==> src/rtl/rate_map_scheduler_if.sv <==
`default_nettype none
// ============================================================================
// Module : rate_map_scheduler_if
// Frame input, mapper side-channel and code output bundle for the scheduler.
// Rev    : 1.0
// ============================================================================
interface rate_map_scheduler_if #(
    parameter int N_CH   = 4,
    parameter int RATE_W = 3
);
    localparam int c_ch_w = (N_CH > 1) ? $clog2(N_CH) : 1;

    logic                   frame_valid;
    logic [N_CH*RATE_W-1:0] frame_rates;
    logic                   in_ready;
    logic [RATE_W-1:0]      map_rate_in;
    logic [RATE_W-1:0]      map_max_rate;
    logic [RATE_W-1:0]      map_rate_out;
    logic                   code_valid;
    logic [RATE_W-1:0]      code;
    logic [c_ch_w-1:0]      code_ch;
    logic                   code_ready;
    logic                   mode_update;

    modport slave (
        input  frame_valid, frame_rates, map_rate_out, code_ready,
        output in_ready, map_rate_in, map_max_rate, code_valid, code, code_ch, mode_update
    );

    modport master (
        output frame_valid, frame_rates, map_rate_out, code_ready,
        input  in_ready, map_rate_in, map_max_rate, code_valid, code, code_ch, mode_update
    );
endinterface
`default_nettype wire

==> src/rtl/rate_map_scheduler.sv <==
`default_nettype none
// ============================================================================
// Module : rate_map_scheduler
// Shares one combinational mapper across N_CH channels per frame and rebuilds
// per-channel histogram modes every WINDOW frames.
// Rev    : 1.0
// ============================================================================
module rate_map_scheduler #(
    parameter int N_CH   = 4,
    parameter int RATE_W = 3,
    parameter int CNT_W  = 8,
    parameter int WINDOW = 16
) (
    input  wire logic            clk,
    input  wire logic            rst_n,
    rate_map_scheduler_if.slave  bus
);
    localparam int                c_ch_w       = (N_CH > 1) ? $clog2(N_CH) : 1;
    localparam int                c_fc_w       = $clog2(WINDOW);
    localparam int                c_n_bins     = 5;
    localparam logic [c_ch_w-1:0] c_last_ch    = c_ch_w'(N_CH - 1);
    localparam logic [c_fc_w-1:0] c_last_frame = c_fc_w'(WINDOW - 1);

    typedef enum logic [1:0] {
        ST_IDLE   = 2'd0,
        ST_MAP    = 2'd1,
        ST_UPDATE = 2'd2
    } state_t;

    state_t            r_state;
    state_t            w_state_nxt;

    logic [RATE_W-1:0] r_rates [N_CH];
    logic [RATE_W-1:0] r_mode  [N_CH];
    logic [CNT_W-1:0]  r_hist  [N_CH][c_n_bins];
    logic [c_ch_w-1:0] r_ch;
    logic [c_fc_w-1:0] r_frame_cnt;
    logic [RATE_W-1:0] r_map_rate_in;
    logic [RATE_W-1:0] r_map_max_rate;
    logic              r_mode_update;

    logic              w_accept;
    logic              w_handshake;
    logic              w_last_ch;
    logic [c_ch_w-1:0] w_ch_nxt;
    logic [2:0]        w_bin;
    logic [2:0]        w_argmax;
    logic [CNT_W-1:0]  w_best;

    assign w_accept    = (r_state == ST_IDLE) && bus.frame_valid;
    assign w_handshake = (r_state == ST_MAP) && bus.code_ready;
    assign w_last_ch   = (r_ch == c_last_ch);
    assign w_ch_nxt    = r_ch + c_ch_w'(1);
    assign w_bin       = (r_map_rate_in > RATE_W'(4)) ? 3'd4 : 3'(r_map_rate_in);

    assign bus.map_rate_in  = r_map_rate_in;
    assign bus.map_max_rate = r_map_max_rate;
    assign bus.code         = bus.map_rate_out;
    assign bus.code_ch      = r_ch;
    assign bus.mode_update  = r_mode_update;

    always_ff @(posedge clk or negedge rst_n) begin
        if (!rst_n) begin
            r_state <= ST_IDLE;
        end else begin
            r_state <= w_state_nxt;
        end
    end

    always_comb begin
        w_state_nxt    = r_state;
        bus.in_ready   = 1'b0;
        bus.code_valid = 1'b0;
        case (r_state)
            ST_IDLE: begin
                bus.in_ready = 1'b1;
                if (bus.frame_valid) begin
                    w_state_nxt = ST_MAP;
                end
            end
            ST_MAP: begin
                bus.code_valid = 1'b1;
                if (bus.code_ready && w_last_ch) begin
                    w_state_nxt = (r_frame_cnt == c_last_frame) ? ST_UPDATE : ST_IDLE;
                end
            end
            ST_UPDATE: begin
                if (w_last_ch) begin
                    w_state_nxt = ST_IDLE;
                end
            end
            default: w_state_nxt = ST_IDLE;
        endcase
    end

    // Strict greater-than keeps the lowest bin index on ties.
    always_comb begin
        w_argmax = 3'd0;
        w_best   = r_hist[r_ch][0];
        for (int b = 1; b < c_n_bins; b++) begin
            if (r_hist[r_ch][b] > w_best) begin
                w_best   = r_hist[r_ch][b];
                w_argmax = 3'(b);
            end
        end
    end

    always_ff @(posedge clk or negedge rst_n) begin
        if (!rst_n) begin
            for (int c = 0; c < N_CH; c++) begin
                r_rates[c] <= '0;
                r_mode[c]  <= '0;
                for (int b = 0; b < c_n_bins; b++) begin
                    r_hist[c][b] <= '0;
                end
            end
            r_ch           <= '0;
            r_frame_cnt    <= '0;
            r_map_rate_in  <= '0;
            r_map_max_rate <= '0;
            r_mode_update  <= 1'b0;
        end else begin
            r_mode_update <= 1'b0;

            if (w_accept) begin
                for (int c = 0; c < N_CH; c++) begin
                    r_rates[c] <= bus.frame_rates[c*RATE_W +: RATE_W];
                end
                r_ch           <= '0;
                r_map_rate_in  <= bus.frame_rates[RATE_W-1:0];
                r_map_max_rate <= r_mode[0];
            end

            if (w_handshake) begin
                if (r_hist[r_ch][w_bin] != '1) begin
                    r_hist[r_ch][w_bin] <= r_hist[r_ch][w_bin] + CNT_W'(1);
                end
                if (w_last_ch) begin
                    r_ch        <= '0;
                    r_frame_cnt <= (r_frame_cnt == c_last_frame) ? '0 : r_frame_cnt + c_fc_w'(1);
                end else begin
                    r_ch           <= w_ch_nxt;
                    r_map_rate_in  <= r_rates[w_ch_nxt];
                    r_map_max_rate <= r_mode[w_ch_nxt];
                end
            end

            if (r_state == ST_UPDATE) begin
                r_mode[r_ch] <= RATE_W'(w_argmax);
                for (int b = 0; b < c_n_bins; b++) begin
                    r_hist[r_ch][b] <= '0;
                end
                if (w_last_ch) begin
                    r_ch          <= '0;
                    r_mode_update <= 1'b1;
                end else begin
                    r_ch <= w_ch_nxt;
                end
            end
        end
    end
endmodule
`default_nettype wire
==> src/flat_wrapper.sv <==
// flat-port wrapper written by rule: the top's interface ports become plain ports
module rate_map_scheduler_flat 
#(
    parameter int N_CH   = 4,
    parameter int RATE_W = 3,
    parameter int CNT_W  = 8,
    parameter int WINDOW = 16
)
  (clk, rst_n, bus_frame_valid, bus_frame_rates, bus_map_rate_out, bus_code_ready, bus_in_ready, bus_map_rate_in, bus_map_max_rate, bus_code_valid, bus_code, bus_code_ch, bus_mode_update);
  rate_map_scheduler_if #(.N_CH(N_CH), .RATE_W(RATE_W)) bus_i ();
  input  wire logic clk;
  input  wire logic rst_n;
  input wire logic [$bits(bus_i.frame_valid)-1:0] bus_frame_valid;
  input wire logic [$bits(bus_i.frame_rates)-1:0] bus_frame_rates;
  input wire logic [$bits(bus_i.map_rate_out)-1:0] bus_map_rate_out;
  input wire logic [$bits(bus_i.code_ready)-1:0] bus_code_ready;
  output wire logic [$bits(bus_i.in_ready)-1:0] bus_in_ready;
  output wire logic [$bits(bus_i.map_rate_in)-1:0] bus_map_rate_in;
  output wire logic [$bits(bus_i.map_max_rate)-1:0] bus_map_max_rate;
  output wire logic [$bits(bus_i.code_valid)-1:0] bus_code_valid;
  output wire logic [$bits(bus_i.code)-1:0] bus_code;
  output wire logic [$bits(bus_i.code_ch)-1:0] bus_code_ch;
  output wire logic [$bits(bus_i.mode_update)-1:0] bus_mode_update;
  assign bus_i.frame_valid = bus_frame_valid;
  assign bus_i.frame_rates = bus_frame_rates;
  assign bus_i.map_rate_out = bus_map_rate_out;
  assign bus_i.code_ready = bus_code_ready;
  assign bus_in_ready = bus_i.in_ready;
  assign bus_map_rate_in = bus_i.map_rate_in;
  assign bus_map_max_rate = bus_i.map_max_rate;
  assign bus_code_valid = bus_i.code_valid;
  assign bus_code = bus_i.code;
  assign bus_code_ch = bus_i.code_ch;
  assign bus_mode_update = bus_i.mode_update;
  rate_map_scheduler #(.N_CH(N_CH), .RATE_W(RATE_W), .CNT_W(CNT_W), .WINDOW(WINDOW)) u_core (.clk(clk), .rst_n(rst_n), .bus(bus_i));
endmodule
==> config.mk <==
export PLATFORM = sky130hd
export DESIGN_NAME = rate_map_scheduler_flat
export DESIGN_NICKNAME = d
export VERILOG_FILES = /design/src/rtl/rate_map_scheduler_if.sv /design/src/rtl/rate_map_scheduler.sv /design/src/flat_wrapper.sv
export SDC_FILE = /design/constraint.sdc
export NUM_CORES = 1
export LEC_CHECK = 0
export BUFFER_PORTS_ARGS = -buffer_cell sky130_fd_sc_hd__clkbuf_2
export CELL_PAD_IN_SITES_DETAIL_PLACEMENT = 1
export CELL_PAD_IN_SITES_GLOBAL_PLACEMENT = 1
export CORE_UTILIZATION = 35
export DETAILED_ROUTE_END_ITERATION = 6
export PLACE_DENSITY = 0.59
export SLEW_MARGIN = 20
export SYNTH_ARGS = -nofsm -noshare
export SYNTH_HDL_FRONTEND = slang
export SYNTH_SLANG_ARGS = --single-unit
==> constraint.sdc <==
create_clock -name clk -period 14.55 [get_ports clk]
set_input_delay 4.365 -clock clk [delete_from_list [all_inputs] [get_ports clk]]
set_output_delay 4.365 -clock clk [all_outputs]
set_load 0.005 [all_outputs]
==> metrics <==
outcome complete, no violations; WS Path Type reg2reg; Worst EP required 14.89 ns; Async SR Flop Fraction 100.0%; CTS sink count 199; via density per instance 5.477; maxcap violations 0; Initial Utilization 35.92%; Buffers on Ports 26; Post-Syn Nets 1067; clk_lat worst skew 0.46 ns; WL/cell 23.82 µm; Core Area 31800 µm²; post-CTS setup buffers 0; Row Count 65; number of inserted diodes 0; CP most frequent cell o21ai_0; first-pass GRT wire length 54.54 mm; unrepaired setup endpoints after global routing false; Post-DP HPWL 23.55 mm; Layout Skew 0.01227 ns; Max-slew headroom 28.89%; syn_area_per_cell 11.29 µm²; # resized after CTS 0; CTS tree yes; Overflow after GRT 0; crit path launch type register; worst-path cell with the longest stage delay a311oi_4; drt initial violations 438; post-synthesis sequential area ratio 43.60%; Die X 182.7 µm; Worst-path clk slew 0.07 ns; CP max FO 37; synth cell count leaders dfrtp_1 (199), nor2_1 (173), mux2i_1 (157); Max Slew Vio Count 0; DRC viols 0; Total Routing Usage GR 22.11%; number of global-route vias before repair 8541; Synth Instances 1012; count of different cell masters after synthesis 57; hold crit path type reg2reg; die area 33360 µm²; EDFF count, synth 0; area leader, netlist dfrtp_1; Synth warnings 0; post-synth design cell area 11420 µm²; synth top area cells dfrtp_1 (44%), mux2i_1 (14%), mux4_2 (8.9%); Tmin final 9.222 ns; Fmax 0.1084 GHz; layout cells sized above 1 15.98%; max incr delay on CP 0.72 ns; top-count cell post-synth dfrtp_1; largest net degree at the start of global routing 82; worst slew pin tran 1.066 ns; io pins 33; Worst EP arrival 9.56 ns; H-tree levels 4; final period utilization 63.38%; ANT nets after route 0; # hold bufs at CTS 0; Util after Layout 39.18%; area share of the largest cell type after synthesis 43.60%; Final Wtd Congestion 0.8693; total CTS buffers 17; drt pass-1 iters 4; Synth Flop Type dfrtp_1; root buf cell clkbuf_16; P&R area growth vs syn 9.081%; fin nets 1057; initial antenna violation count 0; endpoints failing hold 0; Via Count 7936; final WL 34.52 mm; Yosys reg bits 199; die height 182.7 µm; setup tns final 0 ns; CP endpoint kind register; clk buf depth 2; endpoints failing setup 0
==> stage by stage <==
step	instance area [µm²]	worst slack (ns)	instances	hold slack, ns
finish	12460	5.328	1449	0.4915
global route	12460	4.408	1449	0.5040
CTS	12440	4.775	1449	0.4931
detailed placement	11830	4.875	1418	0.4689
global placement	11830	5.272	1418	0.4617
floorplan	11420	5.709	1012	0.4443
==> kinds of logic (layout without fill, tap and decap cells) <==
family | Yosys count | after routing | share of synthesized area, %
fa+ha+maj | 36 | 36 | 3.943
flops | 199 | 199 | 43.60
buf+inv | 100 | 102 | 4.721
compound gates | 112 | 112 | 5.926
mux | 231 | 231 | 26.94
simple gates | 327 | 327 | 14.34
xor+xnor | 7 | 7 | 0.5368
==> worst paths after layout <==
kind	cells past startpoint	start	slack, ns	endpoint
max reg2reg	34	u_core.bus.code_ch[0]	5.33	u_core.r_mode[11]
max	34	u_core.bus.code_ch[0]	5.33	u_core.r_mode[11]
min reg2reg	2	u_core.r_mode[6]	0.49	u_core.r_mode[6]
max in group asynchronous	3	rst_n	8.37	u_core.bus.code_ch[0]
min	2	u_core.r_mode[6]	0.49	u_core.r_mode[6]
min in group asynchronous	1	rst_n	3.96	u_core.r_hist[19]
==> area by class of cell <==
cell class,instances,area (µm²)
inverters,31,116.4
clock inverters,11,171.4
fillers,3419,19340
multi-input cells,713,5952
well taps,435,544.3
clock buffers,20,446.7
flip-flops and latches,199,4985
repair buffers,40,244.0
==> critical path, delay by kind of cell (launching register included) <==
kind            cells  cell delay, ns
buf+inv             3            0.78
flops               1            0.67
fa+ha+maj           4            1.24
mux                 3            1.24
simple gates        8            1.15
compound gates     16            3.95
==> state kept, by name (all words and copies together) (netlist names) <==
| register | count |
|---|---|
| u_core.r_frame_cnt | 4 |
| u_core.bus.map_rate_in | 3 |
| u_core.r_hist | 160 |
| u_core.bus.mode_update | 1 |
| u_core.r_rates | 12 |
| u_core.bus.map_max_rate | 3 |
| u_core.bus.code_ch | 2 |
| u_core.r_state | 2 |
| u_core.r_mode | 12 |
==> placed cells by master, fill, tap and decap left out, types with 3 or more instances in the layout <==
cell,instances
o21a_1,3
mux4_2,45
bufinv_16,4
nor3b_1,5
o21ai_0,48
nand4_1,5
and3_1,4
nand2_1,54
and2_1,8
nand2b_1,6
inv_1,30
nand3_1,25
ha_1,36
clkbuf_16,17
nor2b_1,8
mux4_1,11
nand3_4,15
mux2i_1,157
buf_4,14
nor3_1,12
o221ai_1,4
a21oi_1,22
a211oi_1,3
mux2_2,18
clkbuf_2,25
a21o_1,12
dfrtp_1,197
nor2_1,173
==> per-layer routing <==
metal | GRT usage [%] | vias to the layer above | share of wire (%)
met4 | 6.118 | 0 | 2.1
met5 | 0 | - | 0
met3 | 4.151 | 37 | 3.1
met1 | 30.31 | 4195 | 48
li1 | - | 3582 | -
met2 | 35.68 | 122 | 47
Power is not shown: default switching activity piles up to over one toggle a cycle in this logic, so the estimate is an artifact.
